File: config.mk
export PLATFORM = sky130hd
export DESIGN_NAME = iram_loader_arb_flat
export DESIGN_NICKNAME = d
export VERILOG_FILES = /design/src/rtl/iram_pkg.sv /design/src/rtl/iram_loader_arb_if.sv /design/src/rtl/iram_array.sv /design/src/rtl/iram_loader_arb.sv /design/src/flat_wrapper.sv
export SDC_FILE = /design/constraint.sdc
export NUM_CORES = 2
export LEC_CHECK = 0
export BUFFER_PORTS_ARGS = -buffer_cell sky130_fd_sc_hd__buf_2
export CORE_ASPECT_RATIO = 1.2
export CORE_MARGIN = 3
export CORE_UTILIZATION = 53
export DETAILED_ROUTE_END_ITERATION = 8
export PLACE_DENSITY = 0.76
export SYNTH_ARGS = -nofsm -noshare
export SYNTH_HDL_FRONTEND = slang
export SYNTH_SLANG_ARGS = --single-unit
File: constraint.sdc
create_clock -name CLK -period 5.3 [get_ports CLK]
set_input_delay 0.53 -clock CLK [delete_from_list [all_inputs] [get_ports CLK]]
set_output_delay 0.53 -clock CLK [all_outputs]
set_load 0.05 [all_outputs]
File: src/rtl/iram_pkg.sv
// ---------------------------------------------------------------------------
// iram_pkg
// Shared definitions for the instruction-RAM loader/arbiter:
//   - IRAM_DEPTH / IRAM_WORD_W : default storage geometry (128 x 16)
//   - NOP_WORD                 : word presented to the CPU while it is stalled
//   - ld_state_e               : loader FSM state encoding
//   - accepts_bytes()          : states in which a load byte may transfer
// Optional feature macro: IRAM_LOAD_CHECKSUM_EN adds the CK_HI/CK_LO states.
// ---------------------------------------------------------------------------
package iram_pkg;

  localparam int          IRAM_DEPTH  = 128;
  localparam int          IRAM_WORD_W = 16;
  localparam logic [15:0] NOP_WORD    = 16'h0000;

  typedef enum logic [2:0] {
    IDLE,
    HI,
    LO,
    WRITE,
`ifdef IRAM_LOAD_CHECKSUM_EN
    DONE,
    CK_HI,
    CK_LO
`else
    DONE
`endif
  } ld_state_e;

  // A load byte can only be taken while the FSM is waiting for one.
  function automatic logic accepts_bytes(input ld_state_e s);
    logic ok;
    ok = 1'b0;
    case (s)
      HI, LO: ok = 1'b1;
`ifdef IRAM_LOAD_CHECKSUM_EN
      CK_HI, CK_LO: ok = 1'b1;
`endif
      default: ok = 1'b0;
    endcase
    return ok;
  endfunction

endpackage

File: src/rtl/iram_loader_arb_if.sv
// ---------------------------------------------------------------------------
// iram_loader_arb_if
// Bundles the CPU fetch port and the byte-serial program-load port.
//   CPU side : CPU_ADDR (byte address in), CPU_Q (word out), CPU_STALL (out)
//   Load side: LD_START, LD_VALID, LD_DATA, LD_LAST (in);
//              LD_READY, LD_DONE, LD_ERR, WORDS_LOADED (out)
// Modports:
//   master - the environment (CPU + loader source) driving the block
//   slave  - the iram_loader_arb block itself
// ---------------------------------------------------------------------------
interface iram_loader_arb_if;

  logic [7:0]  CPU_ADDR;
  logic [15:0] CPU_Q;
  logic        CPU_STALL;

  logic        LD_START;
  logic        LD_VALID;
  logic [7:0]  LD_DATA;
  logic        LD_LAST;
  logic        LD_READY;
  logic        LD_DONE;
  logic        LD_ERR;
  logic [7:0]  WORDS_LOADED;

  modport master (
    output CPU_ADDR, LD_START, LD_VALID, LD_DATA, LD_LAST,
    input  CPU_Q, CPU_STALL, LD_READY, LD_DONE, LD_ERR, WORDS_LOADED
  );

  modport slave (
    input  CPU_ADDR, LD_START, LD_VALID, LD_DATA, LD_LAST,
    output CPU_Q, CPU_STALL, LD_READY, LD_DONE, LD_ERR, WORDS_LOADED
  );

endinterface

File: src/rtl/iram_array.sv
// ---------------------------------------------------------------------------
// iram_array
// Instruction storage: DEPTH words of WORD_W bits.
//   clk   : write clock
//   we    : write enable, word stored on the rising edge of clk
//   waddr : write word index
//   wdata : write data
//   raddr : read word index (asynchronous read, zero latency)
//   rdata : read data
// The array has no reset: its contents survive a block reset.
// ---------------------------------------------------------------------------
module iram_array
  import iram_pkg::*;
#(
  parameter int DEPTH  = IRAM_DEPTH,
  parameter int WORD_W = IRAM_WORD_W,
  parameter int ADDR_W = $clog2(DEPTH)
) (
  input  logic              clk,
  input  logic              we,
  input  logic [ADDR_W-1:0] waddr,
  input  logic [WORD_W-1:0] wdata,
  input  logic [ADDR_W-1:0] raddr,
  output logic [WORD_W-1:0] rdata
);

  logic [WORD_W-1:0] mem_q [DEPTH];

  always_ff @(posedge clk) begin
    if (we) begin
      mem_q[waddr] <= wdata;
    end
  end

  // The CPU fetches in the same cycle it presents the address.
  assign rdata = mem_q[raddr];

endmodule

File: src/rtl/iram_loader_arb.sv
// ---------------------------------------------------------------------------
// iram_loader_arb
// Instruction RAM shared between a CPU fetch port and a byte-serial program
// loader. While idle the CPU reads the RAM combinationally; during a load
// session the CPU is stalled and sees NOP_WORD.
//
// Ports:
//   CLK   : clock, all state updates on the rising edge
//   RESET : asynchronous active-high reset (memory contents are kept)
//   bus   : iram_loader_arb_if.slave (CPU fetch + load handshake)
//
// Load protocol: each word arrives high byte first, then low byte. LD_LAST
// is sampled only with the low byte. After every complete word one WRITE
// cycle stores it at the current pointer. A session ends in DONE (one-cycle
// LD_DONE) either on LAST or when the array is full without LAST (error).
//
// Optional feature macro: IRAM_LOAD_CHECKSUM_EN
//   When defined, a LAST session is followed by a 16-bit checksum (two
//   bytes, high first) compared with the mod-2^16 sum of all words written;
//   a mismatch raises LD_ERR.
// ---------------------------------------------------------------------------
module iram_loader_arb
  import iram_pkg::*;
#(
  parameter int DEPTH  = IRAM_DEPTH,
  parameter int WORD_W = IRAM_WORD_W
) (
  input logic           CLK,
  input logic           RESET,
  iram_loader_arb_if.slave bus
);

  localparam int              PTR_W    = $clog2(DEPTH);
  localparam logic [PTR_W-1:0] PTR_LAST = PTR_W'(DEPTH - 1);

  // ------------------------------------------------------------------------
  // State
  // ------------------------------------------------------------------------
  ld_state_e          state_q, state_d;
  logic [PTR_W-1:0]   ptr_q,   ptr_d;
  logic [7:0]         hi_q,    hi_d;
  logic [7:0]         lo_q,    lo_d;
  logic               last_q,  last_d;
  logic               err_q,   err_d;
  logic [7:0]         words_q, words_d;
`ifdef IRAM_LOAD_CHECKSUM_EN
  logic [15:0]        sum_q,   sum_d;
  logic [7:0]         ck_hi_q, ck_hi_d;
`endif

  logic               ld_ready;
  logic               byte_xfer;
  logic               start_ok;
  logic               mem_we;
  logic [15:0]        wr_word;
  logic [WORD_W-1:0]  rd_word;
  logic [PTR_W-1:0]   rd_idx;
  logic               unused_addr_lsb;

  assign ld_ready  = accepts_bytes(state_q);
  assign byte_xfer = bus.LD_VALID && ld_ready;
  assign wr_word   = {hi_q, lo_q};

  // A start pulse opens a session from IDLE and restarts one that is still
  // collecting a word; once a word is being committed it is ignored.
  assign start_ok  = bus.LD_START &&
                     ((state_q == IDLE) || (state_q == HI) || (state_q == LO));

  // ------------------------------------------------------------------------
  // Storage
  // ------------------------------------------------------------------------
  assign rd_idx          = PTR_W'(bus.CPU_ADDR[7:1]);
  assign unused_addr_lsb = bus.CPU_ADDR[0];

  iram_array #(
    .DEPTH  (DEPTH),
    .WORD_W (WORD_W),
    .ADDR_W (PTR_W)
  ) u_array (
    .clk   (CLK),
    .we    (mem_we),
    .waddr (ptr_q),
    .wdata (WORD_W'(wr_word)),
    .raddr (rd_idx),
    .rdata (rd_word)
  );

  // ------------------------------------------------------------------------
  // State register
  // ------------------------------------------------------------------------
  always_ff @(posedge CLK or posedge RESET) begin
    if (RESET) begin
      state_q <= IDLE;
      ptr_q   <= '0;
      hi_q    <= '0;
      lo_q    <= '0;
      last_q  <= 1'b0;
      err_q   <= 1'b0;
      words_q <= '0;
`ifdef IRAM_LOAD_CHECKSUM_EN
      sum_q   <= '0;
      ck_hi_q <= '0;
`endif
    end else begin
      state_q <= state_d;
      ptr_q   <= ptr_d;
      hi_q    <= hi_d;
      lo_q    <= lo_d;
      last_q  <= last_d;
      err_q   <= err_d;
      words_q <= words_d;
`ifdef IRAM_LOAD_CHECKSUM_EN
      sum_q   <= sum_d;
      ck_hi_q <= ck_hi_d;
`endif
    end
  end

  // ------------------------------------------------------------------------
  // Next-state logic
  // ------------------------------------------------------------------------
  always_comb begin
    state_d = state_q;
    ptr_d   = ptr_q;
    hi_d    = hi_q;
    lo_d    = lo_q;
    last_d  = last_q;
    err_d   = err_q;
    words_d = words_q;
    mem_we  = 1'b0;
`ifdef IRAM_LOAD_CHECKSUM_EN
    sum_d   = sum_q;
    ck_hi_d = ck_hi_q;
`endif

    if (start_ok) begin
      // Fresh session: any half-collected word is dropped, never written.
      state_d = HI;
      ptr_d   = '0;
      hi_d    = '0;
      lo_d    = '0;
      last_d  = 1'b0;
      err_d   = 1'b0;
      words_d = '0;
`ifdef IRAM_LOAD_CHECKSUM_EN
      sum_d   = '0;
      ck_hi_d = '0;
`endif
    end else begin
      case (state_q)
        IDLE: begin
          state_d = IDLE;
        end

        HI: begin
          // LAST is meaningless on a high byte and is not sampled here.
          if (byte_xfer) begin
            hi_d    = bus.LD_DATA;
            state_d = LO;
          end
        end

        LO: begin
          if (byte_xfer) begin
            lo_d    = bus.LD_DATA;
            last_d  = bus.LD_LAST;
            state_d = WRITE;
          end
        end

        WRITE: begin
          mem_we  = 1'b1;
          words_d = words_q + 8'd1;
`ifdef IRAM_LOAD_CHECKSUM_EN
          sum_d   = sum_q + wr_word;
`endif
          if (last_q) begin
`ifdef IRAM_LOAD_CHECKSUM_EN
            state_d = CK_HI;
`else
            state_d = DONE;
`endif
          end else if (ptr_q == PTR_LAST) begin
            // Array full and no LAST seen: stop instead of wrapping to 0.
            err_d   = 1'b1;
            state_d = DONE;
          end else begin
            ptr_d   = ptr_q + PTR_W'(1);
            state_d = HI;
          end
        end

`ifdef IRAM_LOAD_CHECKSUM_EN
        CK_HI: begin
          if (byte_xfer) begin
            ck_hi_d = bus.LD_DATA;
            state_d = CK_LO;
          end
        end

        CK_LO: begin
          if (byte_xfer) begin
            if ({ck_hi_q, bus.LD_DATA} != sum_q) begin
              err_d = 1'b1;
            end
            state_d = DONE;
          end
        end
`endif

        DONE: begin
          state_d = IDLE;
        end

        default: begin
          state_d = IDLE;
        end
      endcase
    end
  end

  // ------------------------------------------------------------------------
  // Outputs
  // ------------------------------------------------------------------------
  assign bus.CPU_STALL    = (state_q != IDLE);
  assign bus.CPU_Q        = (state_q == IDLE) ? 16'(rd_word) : NOP_WORD;
  assign bus.LD_READY     = ld_ready;
  assign bus.LD_DONE      = (state_q == DONE);
  assign bus.LD_ERR       = err_q;
  assign bus.WORDS_LOADED = words_q;

endmodule

File: src/flat_wrapper.sv
// flat-port wrapper written by rule: the top's interface ports become plain ports
module iram_loader_arb_flat import iram_pkg::*;
#(
  parameter int DEPTH  = IRAM_DEPTH,
  parameter int WORD_W = IRAM_WORD_W
)
  (CLK, RESET, bus_CPU_ADDR, bus_LD_START, bus_LD_VALID, bus_LD_DATA, bus_LD_LAST, bus_CPU_Q, bus_CPU_STALL, bus_LD_READY, bus_LD_DONE, bus_LD_ERR, bus_WORDS_LOADED);
  iram_loader_arb_if bus_i ();
  input logic CLK;
  input logic RESET;
  input wire logic [$bits(bus_i.CPU_ADDR)-1:0] bus_CPU_ADDR;
  input wire logic [$bits(bus_i.LD_START)-1:0] bus_LD_START;
  input wire logic [$bits(bus_i.LD_VALID)-1:0] bus_LD_VALID;
  input wire logic [$bits(bus_i.LD_DATA)-1:0] bus_LD_DATA;
  input wire logic [$bits(bus_i.LD_LAST)-1:0] bus_LD_LAST;
  output wire logic [$bits(bus_i.CPU_Q)-1:0] bus_CPU_Q;
  output wire logic [$bits(bus_i.CPU_STALL)-1:0] bus_CPU_STALL;
  output wire logic [$bits(bus_i.LD_READY)-1:0] bus_LD_READY;
  output wire logic [$bits(bus_i.LD_DONE)-1:0] bus_LD_DONE;
  output wire logic [$bits(bus_i.LD_ERR)-1:0] bus_LD_ERR;
  output wire logic [$bits(bus_i.WORDS_LOADED)-1:0] bus_WORDS_LOADED;
  assign bus_i.CPU_ADDR = bus_CPU_ADDR;
  assign bus_i.LD_START = bus_LD_START;
  assign bus_i.LD_VALID = bus_LD_VALID;
  assign bus_i.LD_DATA = bus_LD_DATA;
  assign bus_i.LD_LAST = bus_LD_LAST;
  assign bus_CPU_Q = bus_i.CPU_Q;
  assign bus_CPU_STALL = bus_i.CPU_STALL;
  assign bus_LD_READY = bus_i.LD_READY;
  assign bus_LD_DONE = bus_i.LD_DONE;
  assign bus_LD_ERR = bus_i.LD_ERR;
  assign bus_WORDS_LOADED = bus_i.WORDS_LOADED;
  iram_loader_arb #(.DEPTH(DEPTH), .WORD_W(WORD_W)) u_core (.CLK(CLK), .RESET(RESET), .bus(bus_i));
endmodule
# Word level (Yosys, flattened, before mapping)
# Memory sizes are Yosys's and may differ from the RTL's.
# Index checks and enable logic that the tools add are counted.
# totals
ff_bits,36
ramBits,2048
inputBits,21
output_inout_bits,28
wordCells,66
n_memories,1
# op_classes
add_sub_neg,2
n_eq_ne,9
muxes,30
reduce_logical,17
# mem_list
memory,depth,width,rd,rd_ports_with_merged_regs,write_ports,line_no,source
u_core.u_array.mem_q,128,16,1,0,1,iram_array.sv:27,logic [WORD_W-1:0] mem_q [DEPTH];
# op_table
op,n
$mux 8,7
$mux 7,4
$mux 16,1
$mux 3,5
$mux 1,12
$reduce_bool 2->1,5
$pmux 3 s3,1
$add 8x1->8 const B,1
$add 7x1->7 const B,1
$eq 7x7->1 const B,1
$eq 3x2->1 const B,2
$ne 3x1->1 const B,2
$reduce_and 2->1,3
$reduce_and 3->1,2
$eq 3x1->1 const B,1
$eq 3x3->1 const B,1
$logic_not 3->1,1
$reduce_bool 3->1,1
$logic_and 1x1->1,2
$logic_or 1x1->1,2
$ne 2x1->1 const B,1
$ne 2x2->1 const B,1
$reduce_or 2->1,1

# Logic depth before layout (Yosys ltp)
# logic_depth
ltp_word,7
depth_mapped,12
depth_no_buf,6

# Modules after synthesis
# Synthesis repeated with hierarchy kept, for this count alone.
# hier_totals
hier_cells,3254
hier_area_um2,79971.7
# modules_own_cells
mod,n_inst,cells_per_inst,area_each_um2,seq_area_each_um2
iram_array,1,3070,78202.5,61499.0
iram_loader_arb,1,184,1769.2,900.9

# Least setup slack after synthesis
# No wires, ideal clock.
# synth_timing
kind,flip-flop to flip-flop
from,register u_core.state_q[2]
to,memory u_core.u_array.mem_q[80][0] in the netlist's numbering (enable)
t_arrival_ns,2.926
t_required_ns,4.870
setup_slack_ns,1.944
path_stages_with_launch,7
n_path_buf,2
synth_period_minus_slack_ns,3.356
path_cell_list,dfrtp_1 clkbuf_1 buf_2 nor2_1 and2_1 nand2_1 nor4_1
# synth_between
elab_chain_cells,7
word_cells_on_any_way,11
cone_classes,eq/ne: 3; mux: 4; reduce/logical: 4
# synth_rtl
item,line_no,source
"start, declared",iram_loader_arb.sv:39,"ld_state_e state_q, state_d;"
"start signal, assigned",iram_loader_arb.sv:105,state_q <= state_d;
$eq 3x1->1 / $logic_not 3->1 (equally long branches),iram_loader_arb.sv:67,((state_q == IDLE) || (state_q == HI) || (state_q == LO));
$logic_or 1x1->1 (2 in series),iram_loader_arb.sv:67,
$logic_and 1x1->1,iram_loader_arb.sv:66,assign start_ok = bus.LD_START &&
$mux 1 (*),iram_loader_arb.sv:136,if (start_ok) begin
$mux 1 (*),iram_array.sv:30,if (we) begin
$mux 1 (implied by the code) (*),iram_array.sv:31,mem_q[waddr] <= wdata;
"end, declared",iram_array.sv:27,
# Mark *: on every way between the ends. The rest lies on a longest branch, timed or not.

# Worst setup path in the final report
# layout_timing
from,register u_core.state_q[0]
to,output bus_CPU_Q[1]
# layout_between
elab_chain_cells,2
# layout_rtl
item,line_no,source
$logic_not 3->1,iram_loader_arb.sv:226,assign bus.CPU_Q = (state_q == IDLE) ? 16'(rd_word) : NOP_WORD;
$mux 16,iram_loader_arb.sv:226,
"end, declared",flat_wrapper.sv:16,output wire logic [$bits(bus_i.CPU_Q)-1:0] bus_CPU_Q;
# No other way between the ends.

==> key figures <==
Outcome
  • Status: complete, no violations

STA
  • Worst Tran Pin Value: 1.26 ns
  • RSZ-0062 raised after global routing: false
  • TNS Setup: 0 ns
  • Crit path time final: 5.16 ns
  • Max frequency: 194 MHz
  • Final setup fails: 0
  • Pins Over Slew Limit: 0
  • Final hold viol count: 0
  • Worst slew margin: 0.161
  • Final worst-path cycle share: 0.974
  • Clock Skew: between 0.03 and 0.04 ns

Power and ir drop
  • Net switching power: 7.09 mW
  • Total power: between 30 and 40 mW
  • Leak: 29.7 nW
  • Clock network fraction of total power: 0.399
  • Sequential share of power: 0.554
  • Pint: 26.3 mW
  • PwrDens: 370 nW/um2
  • Sw frac: 0.212
  • Max VDD drop: 346 uV
  • Gate power share: 0.046

Floorplan
  • I/O pin count: ~50
  • Initial core utilization: 0.537
  • Die area: 156,000 um2
  • Core area: 150,000 um2
  • Die X: 361 um
  • Die H: 432 um
  • FP Rows: 155

Synth
  • Cells after Synth: 3,725
  • Syn_area_per_cell: 21.6 um2
  • Synth Cell Area: 80,300 um2
  • EDFF count, synth: 2,048
  • Syn Nets: around 3,700
  • Yosys cell types: 56
  • Main flop type after synthesis: edfxtp_1
  • Syn. warnings: 0
  • #FFs+latches synth: 2,084
  • Post-synth ARST share: 0.0173
  • Sequential area share after synthesis: 0.777

Clocking
  • CTS tree: yes
  • TritonCTS buffer count: 189
  • Num Clock Sinks: about 2,100
  • H-tree level count: 4
  • Worst-Skew Late Latency: 0.81 ns
  • Clock-pin slew on the worst setup and hold paths: 0.06 ns
  • Clock Path Buffers: 3
  • Root buf cell: clkbuf_16

Finish
  • Most frequent cells in the layout: edfxtp_1 (2,048), mux4_2 (441), mux2i_1 (301)
  • Synthesis-to-layout area growth: 12.5%
  • Most common cell after layout, fill and taps aside: edfxtp_1
  • Share of post-route cells with drive strength above 1: 0.252
  • Nets@finish: just over 4,000
  • Fin cells: ~6,200

GRT
  • GRT overflow: 0
  • Initial antenna violation count: 8
  • GRT Resource Usage Total: 0.251
  • First-pass GRT wire length: ~280 mm
  • Vias in the first global route: 39,800
  • Largest net degree at the start of global routing: ~140

Drt
  • Drt drc: 0
  • 1st-iter DRT viols: 5,465
  • Vias: 39,700
  • Avg WL per Cell: 31.5 um
  • Vias per std cell: 6.45
  • Initial DRT Pass Iterations: 8
  • ANT nets after route: 0
  • Routed WL: 194 mm

Placed design
  • I/O Buffers: 47
  • Detailed placement HPWL: 115 mm
  • Final Wtd Congestion: approximately 0.90
  • Placed insts: 5,791

Worst hold path
  • Hold Path Class: in2reg
  • Worst hold path startpoint: bus_LD_VALID

Setup path
  • Critical path arrival: approximately 4.6 ns
  • Crit end category: output pin
  • Crit Path Category: reg2out
  • Critical Path Start: u_core.state_q[0]$_DFFE_PP0P_
  • Startpoint Class: flip-flop
  • Crit-path max FO: 13
  • Critical Path RT: 4.77 ns
  • Worst R2R Start: u_core.state_q[1]$_DFFE_PP0P_

Run
  • Max Cap Viol: 0
cell usage after synthesis, drive strengths merged (4+ instances only):
cell type | instances | area, um2
nor3 | 17 | 90.1
nand3b | 7 | 52.6
o22ai | 138 | 863
xor2 | 4 | 35.0
mux2i | 301 | 3010
nand2 | 96 | 360
a22o | 8 | 70.1
nor2b | 9 | 56.3
o211ai | 5 | 37.5
nand4b | 5 | 43.8
nand2b | 4 | 25.0
nor2 | 179 | 672
or3 | 12 | 75.1
nand3 | 22 | 110
a21oi | 18 | 90.1
mux4 | 445 | 10000
o21ai | 12 | 60.1
inv | 4 | 15.0
xnor2 | 4 | 35.0
edfxtp | 2048 | 61500
nor4 | 45 | 282
clkbuf | 86 | 323
a22oi | 33 | 248
buf | 123 | 766
nand4bb | 4 | 45.0
nand4 | 13 | 81.3
or4b | 4 | 40.0
and3 | 4 | 25.0
a32oi | 5 | 43.8
dfrtp | 36 | 901
area by class of cell:
| type | count | area, um2 |
|---|---|---|
| diodes | 2 | 5.00 |
| clock buffers | 220 | 4890 |
| clock inverters | 125 | 1110 |
| fillers | 9934 | 59200 |
| inverters | 4 | 17.5 |
| multi-input cells | 1428 | 16800 |
| flip-flops and latches | 2084 | 62500 |
| well taps | 1962 | 2450 |
| repair buffers | 325 | 2570 |
power by group through the flow:
stage	Sequential [mW]	Combinational, mW	Clock (mW)
detailed placement	18.9	1.53	0
CTS	18.5	1.55	13.5
finish	18.5	1.55	13.3
global route	18.5	1.63	14.1
global placement	18.9	1.50	0
floorplan	18.9	0.858	0
final timing paths:
check	to	slack, ns	cells after the start
max in group asynchronous	u_core.lo_q[5]$_DFFE_PP0P_	4.51	4
min in group asynchronous	u_core.bus.WORDS_LOADED[7]$_DFFE_PP0P_	0.39	4
max reg2reg	u_core.u_array.mem_q[24][7]$_DFFE_PP_	1.89	7
min	u_core.state_q[0]$_DFFE_PP0P_	0.19	3
max	bus_CPU_Q[1]	0.14	6
min reg2reg	u_core.bus.WORDS_LOADED[6]$_DFFE_PP0P_	0.51	1
sequential cells by signal, summed over array words and instances (netlist names):
name and flops:
u_core.u_array.mem_q 2048, u_core.bus.WORDS_LOADED 8, u_core.hi_q 8, u_core.lo_q 8, u_core.ptr_q 7, u_core.state_q 3, u_core.bus.LD_ERR 1, u_core.last_q 1
cells by family (layout without fill, tap and decap cells):
kind of cell	count (synthesis)	count (layout)	synth area share
AOI/OAI and AO/OA	234	234	0.0192
xor gates and xnor gates	8	8	0.000873
adders and majority gates	2	2	0.000312
buffers and inverters	213	674	0.0137
DFF	2084	2084	0.777
muxes	748	748	0.163
other	0	2	0
and+or+nand+nor	436	436	0.0258
layer usage:
metal,routed length (um),up-vias,share of wire,GRT usage
li1,-,16200,-,-
met1,69700,20600,0.36,0.335
met2,92300,2388,0.48,0.392
met3,20400,451,0.11,0.0595
met4,11100,6,0.058,0.127
met5,35,-,0.00018,0
per-stage QoR:
step / hold slack [ns] / area [um2] / setup slack (ns) / utilization
6_report: 0.189 / 90300 / 0.136 / 0.604
5_1_grt: 0.213 / 90300 / 0.116 / 0.604
4_1_cts: 0.134 / 90300 / 0.186 / 0.604
3_5_place_dp: 0.516 / 84200 / 0.509 / 0.563
3_3_place_gp: 0.476 / 84200 / 0.523 / 0.563
2_1_floorplan: 0.564 / 80300 / 1.94 / -
critical path, cell delays in order, from the launching register on:
cell	delay (ns)
dfrtp_1	0.54
or4_1	0.74
or4b_2	0.95
o22ai_1	0.78
nor4_1	0.24
nand2_1	0.24
buf_2	0.31
timing repair:
item | 4_1_cts | 5_1_grt
gates resized for setup | 0 | 1
hold endpoints to repair | 54 | 0
hold buffers | 12 | 0
endpoints found under the setup margin | 0 | 1
setup buffers | 0 | 0
Power figures use the tool's default switching activity.
